## src/rtl/mux4_arb_pkg.sv

```systemverilog
// Shared constants for the round-robin 4:1 mux arbiter.
package mux4_arb_pkg;
  localparam int unsigned NREQ    = 4;
  localparam int unsigned IDXW    = 2;
  localparam logic        ST_IDLE = 1'b0;
  localparam logic        ST_FULL = 1'b1;
  localparam logic [1:0]  PTR_RST = 2'd3;
endpackage

```

## src/rtl/rr_pick4.sv

```systemverilog
// Combinational 4-way priority pick, searching start, start+1, start+2, start+3.
module rr_pick4
  import mux4_arb_pkg::*;
(
  input  logic [NREQ-1:0] req,
  input  logic [IDXW-1:0] start,
  output logic [IDXW-1:0] gnt_idx,
  output logic            any
);

  logic [2*NREQ-1:0] dbl;
  logic [NREQ-1:0]   rot;
  logic [IDXW-1:0]   off;

  // Rotate so the start position lands at bit 0, then pick the lowest set bit.
  always_comb begin
    dbl = {req, req} >> start;
    rot = dbl[NREQ-1:0];
    off = 2'd0;
    if (rot[0])      off = 2'd0;
    else if (rot[1]) off = 2'd1;
    else if (rot[2]) off = 2'd2;
    else if (rot[3]) off = 2'd3;
    gnt_idx = start + off;
    any     = |req;
  end

endmodule

```

## src/rtl/mux4_rr_arbiter.sv

```systemverilog
// Round-robin arbiter driving the 4:1 mux selects into a valid/ready output register.
// Optional burst lock port enabled by defining MUX4_ARB_LOCK_EN.
module mux4_rr_arbiter
  import mux4_arb_pkg::*;
#(
  parameter int unsigned DW = 3
) (
  input  logic            clk,
  input  logic            reset,
  input  logic [NREQ-1:0] req,
`ifdef MUX4_ARB_LOCK_EN
  input  logic [NREQ-1:0] lock,
`endif
  input  logic [DW-1:0]   data0,
  input  logic [DW-1:0]   data1,
  input  logic [DW-1:0]   data2,
  input  logic [DW-1:0]   data3,
  output logic [NREQ-1:0] ack,
  output logic            s0,
  output logic            s1,
  output logic [DW-1:0]   out_data,
  output logic [1:0]      out_src,
  output logic            out_valid,
  input  logic            out_ready
);

  logic            state;
  logic [IDXW-1:0] ptr;
  logic [IDXW-1:0] start;
  logic [IDXW-1:0] gnt_idx;
  logic            any;
  logic            slot_free;
  logic            capture;
  logic [DW-1:0]   win_data;

`ifdef MUX4_ARB_LOCK_EN
  logic lock_q;
  // A locked winner searches itself first on the next arbitration.
  assign start = lock_q ? ptr : ptr + 2'd1;
`else
  assign start = ptr + 2'd1;
`endif

  rr_pick4 u_pick (
    .req     (req),
    .start   (start),
    .gnt_idx (gnt_idx),
    .any     (any)
  );

  assign slot_free = (state == ST_IDLE) || out_ready;
  assign capture   = slot_free && any && !reset;
  assign out_valid = state;

  // Selects and ack only pulse in a capture cycle.
  always_comb begin
    ack = '0;
    s0  = 1'b0;
    s1  = 1'b0;
    if (capture) begin
      ack = NREQ'(1) << gnt_idx;
      s0  = gnt_idx[0];
      s1  = gnt_idx[1];
    end
  end

  always_comb begin
    case (gnt_idx)
      2'd0:    win_data = data0;
      2'd1:    win_data = data1;
      2'd2:    win_data = data2;
      default: win_data = data3;
    endcase
  end

  always_ff @(posedge clk or posedge reset) begin
    if (reset) begin
      state    <= ST_IDLE;
      out_data <= '0;
      out_src  <= 2'd0;
      ptr      <= PTR_RST;
`ifdef MUX4_ARB_LOCK_EN
      lock_q   <= 1'b0;
`endif
    end else if (capture) begin
      state    <= ST_FULL;
      out_data <= win_data;
      out_src  <= gnt_idx;
      ptr      <= gnt_idx;
`ifdef MUX4_ARB_LOCK_EN
      lock_q   <= lock[gnt_idx];
`endif
    end else if (state == ST_FULL && out_ready) begin
      state <= ST_IDLE;
    end
  end

endmodule
```

## config.mk

```make
export PLATFORM = sky130hd
export DESIGN_NAME = mux4_rr_arbiter
export DESIGN_NICKNAME = d
export VERILOG_FILES = /design/src/rtl/mux4_arb_pkg.sv /design/src/rtl/rr_pick4.sv /design/src/rtl/mux4_rr_arbiter.sv
export SDC_FILE = /design/constraint.sdc
export NUM_CORES = 1
export LEC_CHECK = 0
export ABC_CLOCK_PERIOD_IN_PS = 6400
export CORE_MARGIN = 2
export CORE_UTILIZATION = 42
export CTS_CLUSTER_DIAMETER = 30
export DETAILED_ROUTE_END_ITERATION = 12
export GPL_ROUTABILITY_DRIVEN = 0
export PLACE_DENSITY = 0.82
export SLEW_MARGIN = 0
export SYNTH_ARGS = -nofsm -noshare
export SYNTH_HDL_FRONTEND = slang
export SYNTH_SLANG_ARGS = --single-unit
```

## constraint.sdc

```tcl
create_clock -name clk -period 6.4 [get_ports clk]
set_clock_uncertainty 0.05 [all_clocks]
set_input_delay 0.96 -clock clk [delete_from_list [all_inputs] [get_ports clk]]
set_output_delay 0.96 -clock clk [all_outputs]
set_load 0.05 [all_outputs]
```

* Word-level counts from Yosys, hierarchy flattened *
Cells that the tools add are included.

word-level totals
  register bits after elaboration = 8
  bits of input ports = 19
  output and inout bits = 12
  word-level logic and storage cells = 29

operators by class
  add/subtract/negate cells = 2
  equal/unequal tests = 2
  shifts and indexed selects = 2
  mux-type cells = 10
  bitwise operators = 1
  reduce and logical (&&, ||, !) cells = 8

operators with widths
  cell                 count
  $pmux 3 s3           1
  $mux 2               4
  $shr 8x2->4          1
  $mux 1               4
  $mux 4               1
  $reduce_or 4->1      1
  $shl 1x2->4 const A  1
  $logic_and 1x1->1    3
  $add 2x1->2 const B  1
  $add 2x2->2          1
  $eq 2x1->1 const B   1
  $eq 2x2->1 const B   1
  $logic_not 2->1      1
  $reduce_bool 2->1    1
  $logic_not 1->1      1
  $logic_or 1x1->1     1
  $not 1->1            1

* Longest topological paths before layout *
Gate-level depths: netlist of run 1.

  depth after elaboration = 9
  gate-level depth with buffers = 13
  gate-level depth less buffers = 11

* By module *
Synthesis of run 1 repeated with hierarchy kept, for this count alone.

unflattened totals
  cell total of the unflattened synthesis = 63
  area total of the unflattened synthesis = 618.1 um^2

by module, submodules not included
  module           times used  cells an instance  area each (um^2)  seq. area each (um^2)
  mux4_rr_arbiter  1           36                 439.2             202.7
  rr_pick4         1           27                 178.9             0.0

* Worst setup path before layout of run 1 *
Ideal clock, no wire load.

  path kind = in2out
  start = in req[1]
  end = out ack[2]
  arrival = 3428 ps
  data required time = 5390 ps
  slack = 1962 ps
  stages on the path = 12
  buffers on the path = 2
  path through = buf_4 -> inv_1 -> o21ai_0 -> a21oi_1 -> nor3_1 -> a21oi_1 -> ha_1 -> xnor2_1 -> xnor2_2 -> xnor2_2 -> buf_2 -> nor3_1

on the way
  longest elaborated chain between the ends = 8
  elaborated cells between the ends (all ways) = 11
  those cells by class = 1 x add/sub; 2 x shift; 5 x mux; 3 x reduce/logical

RTL lines
  element      line                   text
  from (decl)  mux4_rr_arbiter.sv:10  input logic [NREQ-1:0] req,
  $shr 8x2->4  rr_pick4.sv:17         dbl = {req, req} >> start;
  $mux 2       rr_pick4.sv:23         else if (rot[3]) off = 2'd3;
  $mux 2       rr_pick4.sv:22         else if (rot[2]) off = 2'd2;
  $mux 2       rr_pick4.sv:21         else if (rot[1]) off = 2'd1;
  $mux 2       rr_pick4.sv:20         if (rot[0]) off = 2'd0;
  $add 2x2->2  rr_pick4.sv:24         gnt_idx = start + off;
  $shl 1x2->4  mux4_rr_arbiter.sv:61  ack = NREQ'(1) << gnt_idx;
  $mux 4 (*)   mux4_rr_arbiter.sv:60  if (capture) begin
  to (decl)    mux4_rr_arbiter.sv:18  output logic [NREQ-1:0] ack,

Mark *: on every way between the ends. The rest lies on a longest branch, timed or not.

* Worst setup path in the final report of run 1 *
  start = in req[1]
  end = out ack[0]

Same word-level chain as after synthesis.

==> reports/qor.yml, run 1 <==
drt:
  wl_met3_um: 105
  wl_met1_um: 729
  drcViolationCount: 0
  wl_um: 1536
  drt_iter0_drc: 8
  maxUsedRoutingLayer: "met4"
  wl_per_cell_um: 12.59
  vias: 639
  vias_per_cell: 5.238
  antenna_left: 0
  firstDrtPassIters: 4
  dr_wl_met2_um: 683
cells_and_area:
  stdcell_count: 122
  post-route-util: 0.6548
  nFillCells: 141
  n_antenna_cell: 0
  area_delta_synth_final_pct: 50.39
  fin_nets: 128
  drive_gt1_frac: 0.1038
global_route:
  grtUsageTotal: 0.1912
  grt_max_degree: 14
  grt-ovfl-total: 0
  grt_pass1_vias: 610
  grt_pass1_wl_um: 2622
  antenna_found_initial: 0
clock_network:
  clk_pin_slew_ns: 0.05
  cts_hold_buf: 0
  cts_resized: 0
  root_buffer: "clkbuf_4"
  clock_sink_count: 8
  worstSkewPairLatency_ns: 0.26
  post_cts_buffers: 0
  cts_buffer_depth: 2
  cts_tree: "built"
  cts_htree_levels: 1
  cts_buffers: 3
sta:
  tns_ns: 0
  setup_violations: 0
  fin_crit_ns: 5.250
  final_hold_viol_count: 0
  slew_viol_final: 0
  finalCritPeriodShare: 0.8202
  fmax_mhz: 190.5
  worst_slew_pin_slew_ns: 0.6129
  rsz0062_at_grt: "false"
  timing.hold.ws_ns: 0.4332
  slew_headroom: 0.5894
worst_hold_path:
  hold_path_class: "reg -> reg"
  hold_depth: 1
critical_path:
  crit_path_start_kind: "input port"
  crit_required_ns: 5.39
  arrival_ns: 4.24
  cp_max_fo: 12
  path_class: "in -> out"
  end_kind: "primary output"
  ff2ff_path_depth: 9
floorplanning:
  fp.coreArea_um2: 1471
  dieHeight_um: 43.06
  design.die.area_um2: 1854
  die_w_um: 43.06
  rows: 14
  initial_core_util: 0.4354
  io_pins: 31
placement:
  portBuffers: 30
  hpwl_um: 1131
  dp_cells: 119
synth:
  synth-seq-cells: 8
  syn_area_um2: 640.6
  synth-seq-area-share: 0.3164
  yosys_warnings: 0
  postSynthAreaPerCell_um2: 8.320
  synth_edf_count: 0
  synthArstFlopShare: 1.000
  synth.net_count: 97
  synthCells: 77
  ys.flop_type: "dfrtp_1"
  ys_types: 31
run_status:
  status: "finished clean"
pwr:
  p_total_uw: 610.7
  leakagePower_uw: 0.0004169
  ir_drop_mv: 0.3968
  power_density_nw_per_um2: 633.9
run:
  maxCapViolCount: 0
## layout by cell type, fill, tap and decap left out, types with 2 or more instances in the layout
cell	count
xnor2_2	2
nand2_1	6
nor3_1	4
a21o_1	2
a22o_1	2
a2bb2oi_1	2
clkbuf_4	3
a21boi_0	2
or2_1	2
mux2i_1	2
nor2_1	16
inv_1	3
nor2b_1	2
dfstp_2	2
a21oi_1	4
clkdlybuf4s50_1	30
dfrtp_1	6
o32ai_1	2
o21ai_0	3
## report_power, final
group | internal, µW | switching [µW] | total (µW)
Sequential | 79.0 | 19.7 | 98.7
Clock | 21.6 | 18.9 | 40.5
Combinational | 196 | 275 | 472
## registers in the layout (all words and copies together), names as in the netlist
register and count:
out_src 2, out_data 3, out_valid 1, ptr 2
## worst max-delay path, stage by stage
cell and delay [ns]:
clkdlybuf4s50_1 0.62, inv_1 0.10, o21ai_0 0.17, a21oi_1 0.09
nor3_1 0.17, a21oi_1 0.07, ha_1 0.20, xnor2_1 0.22
xnor2_2 0.11, xnor2_2 0.50, nand2_1 0.11, nor2_1 0.11
clkdlybuf4s50_1 0.82
## logic make-up (layout without fill, tap and decap cells)
kind of cell | Yosys count | after routing | share of synthesized area
adders and majority gates | 1 | 1 | 0.01953
muxes | 4 | 4 | 0.08984
DFF | 8 | 8 | 0.3164
buffers and inverters | 8 | 37 | 0.05468
xor gates and xnor gates | 3 | 3 | 0.06445
AOI/OAI and AO/OA | 19 | 19 | 0.2148
and+or+nand+nor | 34 | 34 | 0.2403
## through the flow
step | instance area (µm²) | setup slack, ns
4_1_cts | 963.4 | 1.162
3_3_place_gp | 940.9 | 1.247
2_1_floorplan | 640.6 | 1.962
5_1_grt | 963.4 | 0.8199
3_5_place_dp | 940.9 | 1.185
6_report | 963.4 | 1.150
## worst paths after layout
kind                            startpoint           to  slack [ns]
worst max-delay path                req[1]       ack[0]        1.15
worst min-delay path            out_src[1]   out_src[1]        0.43
worst max register to register      ptr[1]  out_data[0]        3.38
worst min register to register  out_src[1]   out_src[1]        0.43
max in group asynchronous            reset       ptr[1]        5.06
min in group asynchronous            reset   out_src[0]        0.95
## synthesized netlist by cell type, drive strengths merged (3+ instances only)
| master | instances | area (µm²) |
|---|---|---|
| o21ai | 3 | 15.01 |
| inv | 4 | 15.01 |
| nand2 | 6 | 22.52 |
| a21oi | 4 | 20.02 |
| xnor2 | 3 | 41.29 |
| dfrtp | 6 | 150.1 |
| nor3 | 4 | 20.02 |
| nor2 | 16 | 60.06 |
## per-layer routing
| metal | vias up | track usage |
|---|---|---|
| li1 | 326 | - |
| met1 | 287 | 0.2560 |
| met2 | 24 | 0.2848 |
| met3 | 2 | 0.06383 |
| met4 | 0 | 0.07273 |
| met5 | - | 0 |
## layout make-up
class,count,area [µm²],share of cell area
clock buffer,3,22.52,0.02338
multi-input combinational,61,402.9,0.4182
tap,16,20.02,0.02078
inverter,4,15.01,0.01558
timing repair buffer,30,300.3,0.3117
sequential,8,202.7,0.2104
No activity file was read; power rests on OpenSTA's default activity.
==> run 2: changes to the inputs <==
--- a/config.mk
+++ b/config.mk
@@ -5,13 +5,13 @@
 export SDC_FILE = /design/constraint.sdc
 export NUM_CORES = 1
 export LEC_CHECK = 0
-export ABC_CLOCK_PERIOD_IN_PS = 6400
+export ABC_CLOCK_PERIOD_IN_PS = 5300
 export CORE_MARGIN = 2
-export CORE_UTILIZATION = 42
+export CORE_UTILIZATION = 39
 export CTS_CLUSTER_DIAMETER = 30
 export DETAILED_ROUTE_END_ITERATION = 12
 export GPL_ROUTABILITY_DRIVEN = 0
-export PLACE_DENSITY = 0.82
+export PLACE_DENSITY = 0.76
 export SLEW_MARGIN = 0
 export SYNTH_ARGS = -nofsm -noshare
 export SYNTH_HDL_FRONTEND = slang
==> constraint.sdc (replaced) <==
create_clock -name clk -period 5.3 [get_ports clk]
set_clock_uncertainty 0.05 [all_clocks]
set_input_delay 0.795 -clock clk [delete_from_list [all_inputs] [get_ports clk]]
set_output_delay 0.795 -clock clk [all_outputs]
set_load 0.05 [all_outputs]
==> run 2 against run 1 <==
  * Register-to-register slack got worse by 1.1 ns
  * Setup slack got worse by 0.70 ns
  * Sequential cell count unchanged
  * Combinational power increased by 21%
  * Sequential share of layout area unchanged
  * Global-route usage decreased by 1.8 points
  * Critical path depth decreased by 1
  * First-iteration DRC count increased by 75%
  * Die area increased by 7.0%
  * Routed wire length decreased by 1.7%
  * Critical endpoint is now ack[1]
  * Largest power group unchanged
==> reports/qor.yml, run 2 (same netlist as run 1, synthesis figures left out) <==
global_route:
  grt_max_degree: 14  # unchanged
  met3_usage: 0.09388  # was 0.06383
  grt_pass1_vias: 587  # was 610
  grt-ovfl-total: 0  # unchanged
  met2_usage: 0.2551  # was 0.2848
  antenna_found_initial: 0  # unchanged
  grt_pass1_wl_um: 2490  # was 2622 µm
  grt.met1_usage: 0.2304  # was 0.2560
  grtUsageTotal: 0.1730  # was 0.1912
  grt-busiest-layer: "met2"  # unchanged
floorplanning:
  fp.coreArea_um2: 1524  # was 1471 µm²
  die_w_um: 44.53  # was 43.06 µm
  rows: 14  # unchanged
  design.die.area_um2: 1983  # was 1854 µm²
  initial_core_util: 0.4204  # was 0.4354
  dieHeight_um: 44.53  # was 43.06 µm
  io_pins: 31  # unchanged
sta:
  setup_violations: 0  # unchanged
  finalCritPeriodShare: 0.9145
  slew_viol_final: 0  # unchanged
  setup_ws_ns: 0.4532  # was 1.150 ns
  fin_crit_ns: 4.847
  tns_ns: 0  # unchanged
  final_hold_viol_count: 0  # unchanged
  rsz0062_at_grt: "false"  # unchanged
  worst_slew_pin_slew_ns: 0.6066  # was 0.6129 ns
  fmax_mhz: 206.3
  slew_headroom: 0.5936  # was 0.5894
clock_network:
  cts_buffer_depth: 2  # unchanged
  cts_tree: "built"  # unchanged
  cts_htree_levels: 1  # unchanged
  cts_hold_buf: 0  # unchanged
  clock_sink_count: 8  # unchanged
  cts_buffers: 3  # unchanged
  root_buffer: "clkbuf_4"  # unchanged
  clk_pin_slew_ns: 0.05  # about the same
  post_cts_buffers: 0  # unchanged
  cts_resized: 0  # unchanged
  worstSkewPairLatency_ns: 0.25  # was 0.26 ns
pwr:
  leakagePower_uw: 0.0004169  # unchanged
  power_density_nw_per_um2: 759.8  # was 633.9 nW/µm²
  ir_drop_mv: 0.5939  # was 0.3968 mV
critical_path:
  end_kind: "primary output"  # unchanged
  crit_path_start_kind: "input port"  # unchanged
  r2r_start: "ptr[1]"  # unchanged
  cp_max_fo: 12  # unchanged
  startpoint: "req[1]"  # unchanged
  ff2ff_path_depth: 9  # unchanged
  arrival_ns: 4.00  # was 4.24 ns
  path_class: "in -> out"  # unchanged
  crit_required_ns: 4.45  # was 5.39 ns
drt:
  drcViolationCount: 0  # unchanged
  antenna_left: 0  # unchanged
  wl_per_cell_um: 12.38  # was 12.59 µm
  wl_um: 1510  # was 1536 µm
  vias_per_cell: 5.164  # was 5.238
  firstDrtPassIters: 4  # unchanged
  vias: 630  # was 639
  drt_iter0_drc: 14  # was 8
cells_and_area:
  mostFrequentLayoutCells: "clkdlybuf4s50_1, nor2_1, nand2_1, dfrtp_1"  # unchanged
  nFillCells: 133  # was 141
  regMostFlops: "out_data"  # unchanged
  fin_nets: 128  # unchanged
  largest_reg_flops: 3  # unchanged
  final_common_cell: "clkdlybuf4s50_1"  # unchanged
  drive_gt1_frac: 0.1038  # unchanged
  reg_top3: "out_data (3), out_src (2), ptr (2)"  # unchanged
  area_delta_synth_final_pct: 50.39  # unchanged
  n_antenna_cell: 0  # unchanged
placement:
  pre_cts_ws_ns: 0.4428  # was 1.185 ns
  portBuffers: 30  # unchanged
  hpwl_um: 1194  # was 1131 µm
run_status:
  status: "finished clean"  # unchanged
worst_hold_path:
  hold_path_class: "reg -> reg"  # unchanged
  hold_depth: 2  # was 1
  min_from: "out_src[0]"  # was out_src[1]
run:
  maxCapViolCount: 0  # unchanged
-- run 2: cell counts in the layout (fill, tap and decap cells not counted) --
No cell type changed its count.
-- run 2: worst paths after layout --
| kind | to | slack (ns) |
|---|---|---|
| setup / recovery | ack[1] | 0.45 |
| hold / removal | out_src[0] | 0.43 |
| setup reg to reg | out_data[0] | 2.29 |
| hold reg to reg | out_src[0] | 0.43 |
| max in group asynchronous | ptr[1] | 4.10 |
| min in group asynchronous | out_data[1] | 0.81 |
-- run 2: metal layers --
layer	up-vias	routed length (µm)	share of wire
li1	328	-	-
met1	284	680	0.45
met2	18	709	0.47
met3	0	120	0.079
met4	0	0	0
met5	-	0	0
-- run 2: through the flow --
stage | hold slack [ns] | area, µm² | power, µW | util | instances
3_3_place_gp | 0.4117 | 940.9 | 686.3 | 0.6174 | 119
5_1_grt | 0.4484 | 963.4 | 780.9 | 0.6322 | 122
2_1_floorplan | 0.4783 | 640.6 | 558.7 | - | 77
6_report | 0.4297 | 963.4 | 732.0 | 0.6322 | 122
4_1_cts | 0.4316 | 963.4 | 738.5 | 0.6322 | 122
3_5_place_dp | 0.4193 | 940.9 | 691.1 | 0.6174 | 119
-- run 2: critical path, stage by stage --
cell and delay (ns):
clkdlybuf4s50_1 0.60, inv_1 0.08, o21ai_0 0.15, a21oi_1 0.09, nor3_1 0.17, a21oi_1 0.06, ha_1 0.19, xnor2_1 0.22
xnor2_2 0.11, xnor2_2 0.49, nor2b_1 0.22, clkdlybuf4s50_1 0.82
-- run 2: cell type report --
cell class | instances | area (µm²) | area share
timing repair buffer | 30 | 300.3 | 0.3117
clock buffer | 3 | 22.52 | 0.02338
inverter | 4 | 15.01 | 0.01558
sequential | 8 | 202.7 | 0.2104
multi-input combinational | 61 | 402.9 | 0.4182
tap | 16 | 20.02 | 0.02078
-- run 2: power breakdown --
group / leakage [µW] / internal (µW) / switching [µW]
Combinational: 0.000310 / 237 / 333
Sequential: 0.0000934 / 95.5 / 22.6
Clock: 0.0000138 / 25.7 / 18.2
==> run 3: changes to the inputs <==
--- a/config.mk
+++ b/config.mk
@@ -6,12 +6,13 @@
 export NUM_CORES = 1
 export LEC_CHECK = 0
 export ABC_CLOCK_PERIOD_IN_PS = 5300
-export CORE_MARGIN = 2
+export CORE_MARGIN = 1.5
 export CORE_UTILIZATION = 39
 export CTS_CLUSTER_DIAMETER = 30
 export DETAILED_ROUTE_END_ITERATION = 12
 export GPL_ROUTABILITY_DRIVEN = 0
 export PLACE_DENSITY = 0.76
+export REMOVE_ABC_BUFFERS = 1
 export SLEW_MARGIN = 0
 export SYNTH_ARGS = -nofsm -noshare
 export SYNTH_HDL_FRONTEND = slang
==> run 3 against run 2 <==
  * Sequential cell count is the same
  * Critical path depth increased by 1
  * Combinational power up 3%
  * Sequential share of layout area is 0.16 points lower
  * Critical path type unchanged
  * Largest cell class unchanged
==> reports/qor.yml, run 3 (same netlist as run 1, synthesis figures left out) <==
placement:
  hpwl_um: 1159  # was 1194 µm
  portBuffers: 30  # unchanged
  dp_cells: 120  # was 119
sta:
  slew_viol_final: 0  # unchanged
  fin_crit_ns: 4.736  # was 4.847 ns
  tns_ns: 0  # unchanged
  worst_slew_pin_slew_ns: 0.5066  # was 0.6066 ns
  final_hold_viol_count: 0  # unchanged
  slew_headroom: 0.6612  # was 0.5936
  rsz0062_at_grt: "false"  # unchanged
  setup_violations: 0  # unchanged
  fmax_mhz: 211.2  # was 206.3 MHz
  finalCritPeriodShare: 0.8936  # was 0.9145
critical_path:
  slowest_delay_ns: 0.84  # was 0.82 ns
  end_kind: "primary output"  # unchanged
  worstPathCellList: "clkdlybuf4s50_1 > inv_1 > o21ai_0 > a21oi_1 > nor3_1 > a21oi_1 > ha_1 > xnor2_1 > xnor2_2 > xnor2_2 > buf_4 > nor2_1 > clkdlybuf4s50_1"  # was clkdlybuf4s50_1 > inv_1 > o21ai_0 > a21oi_1 > nor3_1 > a21oi_1 > ha_1 > xnor2_1 > xnor2_2 > xnor2_2 > nor2b_1 > clkdlybuf4s50_1
  cp_max_fo: 8  # was 12
  arrival_ns: 3.89  # was 4.00 ns
  startpoint: "req[1]"  # unchanged
  cpMaxStageDelayCell: "clkdlybuf4s50_1"  # unchanged
  path_class: "in -> out"  # unchanged
  crit_path_start_kind: "input port"  # unchanged
  r2r_start: "ptr[1]"  # unchanged
  crit_required_ns: 4.45  # about the same
clock_network:
  clock_sink_count: 8  # unchanged
  cts_htree_levels: 1  # unchanged
  cts_tree: "built"  # unchanged
  cts_buffer_depth: 2  # unchanged
  clk_pin_slew_ns: 0.05  # about the same
  post_cts_buffers: 0  # unchanged
  worstSkewPairLatency_ns: 0.25  # about the same
  cts_buffers: 3  # unchanged
  root_buffer: "clkbuf_4"  # unchanged
  cts_resized: 0  # unchanged
  cts_hold_buf: 0  # unchanged
drt:
  antenna_left: 0  # unchanged
  vias_per_cell: 5.122  # was 5.164
  firstDrtPassIters: 4  # unchanged
  drcViolationCount: 0  # unchanged
  vias: 630  # unchanged
  wl_per_cell_um: 12.00  # was 12.38 µm
  wl_um: 1476  # was 1510 µm
  drt_iter0_drc: 5  # was 14
worst_hold_path:
  hold_path_class: "reg -> reg"  # unchanged
  min_from: "out_src[1]"  # was out_src[0]
floorplanning:
  die_w_um: 43.53  # was 44.53 µm
  initial_core_util: 0.4204  # unchanged
  rows: 14  # unchanged
  fp.coreArea_um2: 1524  # unchanged
  io_pins: 31  # unchanged
  dieHeight_um: 43.53  # was 44.53 µm
  design.die.area_um2: 1895  # was 1983 µm²
pwr:
  pwr-share-seq: 0.157  # was 0.161
  leakagePower_uw: 0.0004217  # was 0.0004169 µW
  power_density_nw_per_um2: 775.1  # was 759.8 nW/µm²
  swShare: 0.5017  # was 0.5109
  switching_power_uw: 377.6  # was 374.0 µW
  pwr-share-clk: 0.062  # was 0.060
  pwr-share-comb: 0.781  # was 0.779
  internal-power_uw: 375.0  # was 358.0 µW
  ir_drop_mv: 0.5156  # was 0.5939 mV
global_route:
  grt_pass1_vias: 575  # was 587
  grtUsageTotal: 0.1755  # was 0.1730
  grt_pass1_wl_um: 2435  # was 2490 µm
  grt_max_degree: 14  # unchanged
  antenna_found_initial: 0  # unchanged
  grt-ovfl-total: 0  # unchanged
cells_and_area:
  area_delta_synth_final_pct: 51.56  # was 50.39%
  drive_gt1_frac: 0.1121  # was 0.1038
  nFillCells: 132  # was 133
  n_antenna_cell: 0  # unchanged
  mostFrequentLayoutCells: "clkdlybuf4s50_1, nor2_1, nand2_1, dfrtp_1"  # unchanged
  stdcell_count: 123  # was 122
  final_common_cell: "clkdlybuf4s50_1"  # unchanged
  fin_nets: 129  # was 128
  reg_top3: "out_data (3), out_src (2), ptr (2)"  # unchanged
  regMostFlops: "out_data"  # unchanged
  largest_reg_flops: 3  # unchanged
run:
  maxCapViolCount: 0  # unchanged
run_status:
  status: "finished clean"  # unchanged
[run 3: cell count changes in the layout (fill, tap and decap cells not counted), sizes merged]
cell,previous run,this run
buf,0,1
[run 3: worst paths after layout]
| path | end | slack, ns | cells past startpoint |
|---|---|---|---|
| max in group asynchronous | ptr[1] | 4.12 | 2 |
| worst min register to register | out_src[1] | 0.42 | 1 |
| worst max register to register | out_data[0] | 2.54 | 9 |
| worst max-delay path | s1 | 0.56 | 13 |
| min in group asynchronous | out_data[2] | 0.80 | 2 |
| worst min-delay path | out_src[1] | 0.42 | 1 |
[run 3: worst max-delay path: cells and delay by family]
| kind | cells | cell delay, ns |
|---|---|---|
| AO/OA/AOI/OAI | 3 | 0.29 |
| AND/OR/NAND/NOR | 2 | 0.35 |
| XOR/XNOR | 3 | 0.53 |
| buffers and inverters | 4 | 1.73 |
| adder cells (fa/ha/maj) | 1 | 0.19 |
[run 3: stage by stage]
stage / worst slack [ns] / util / total power, µW / cell area, µm² / hold slack (ns)
final: 0.5641 / 0.6371 / 752.6 / 970.9 / 0.4230
after floorplan: 1.394 / - / 545.9 / 620.6 / 0.4783
after global routing: 0.3378 / 0.6371 / 798.7 / 970.9 / 0.4521
after CTS: 0.5449 / 0.6371 / 759.3 / 970.9 / 0.4268
after global placement: 0.6012 / 0.6223 / 702.5 / 948.4 / 0.4082
after detailed placement: 0.5625 / 0.6223 / 705.4 / 948.4 / 0.4145
[run 3: final cells by class]
type	instances	area, µm²	area share
clock buffers	3	22.52	0.02320
well taps	16	20.02	0.02062
multi-input cells	61	402.9	0.4149
repair buffers	31	307.8	0.3170
inverters	4	15.01	0.01546
flip-flops and latches	8	202.7	0.2088
[run 3: routing by layer]
layer  global-route usage  wire [µm]  vias up
li1                     -          -      329
met3              0.03750         85        5
met4               0.1091         36        0
met2               0.2716        689       21
met5                    0          0        -
met1               0.2225        665      275
[run 3: power by group through the flow]
stage / Combinational, µW / Sequential [µW] / Clock (µW)
after floorplan: 365 / 181 / 0
after global placement: 584 / 119 / 0
after detailed placement: 586 / 119 / 0
after CTS: 592 / 118 / 48.5
after global routing: 626 / 122 / 50.8
final: 587 / 118 / 47.0
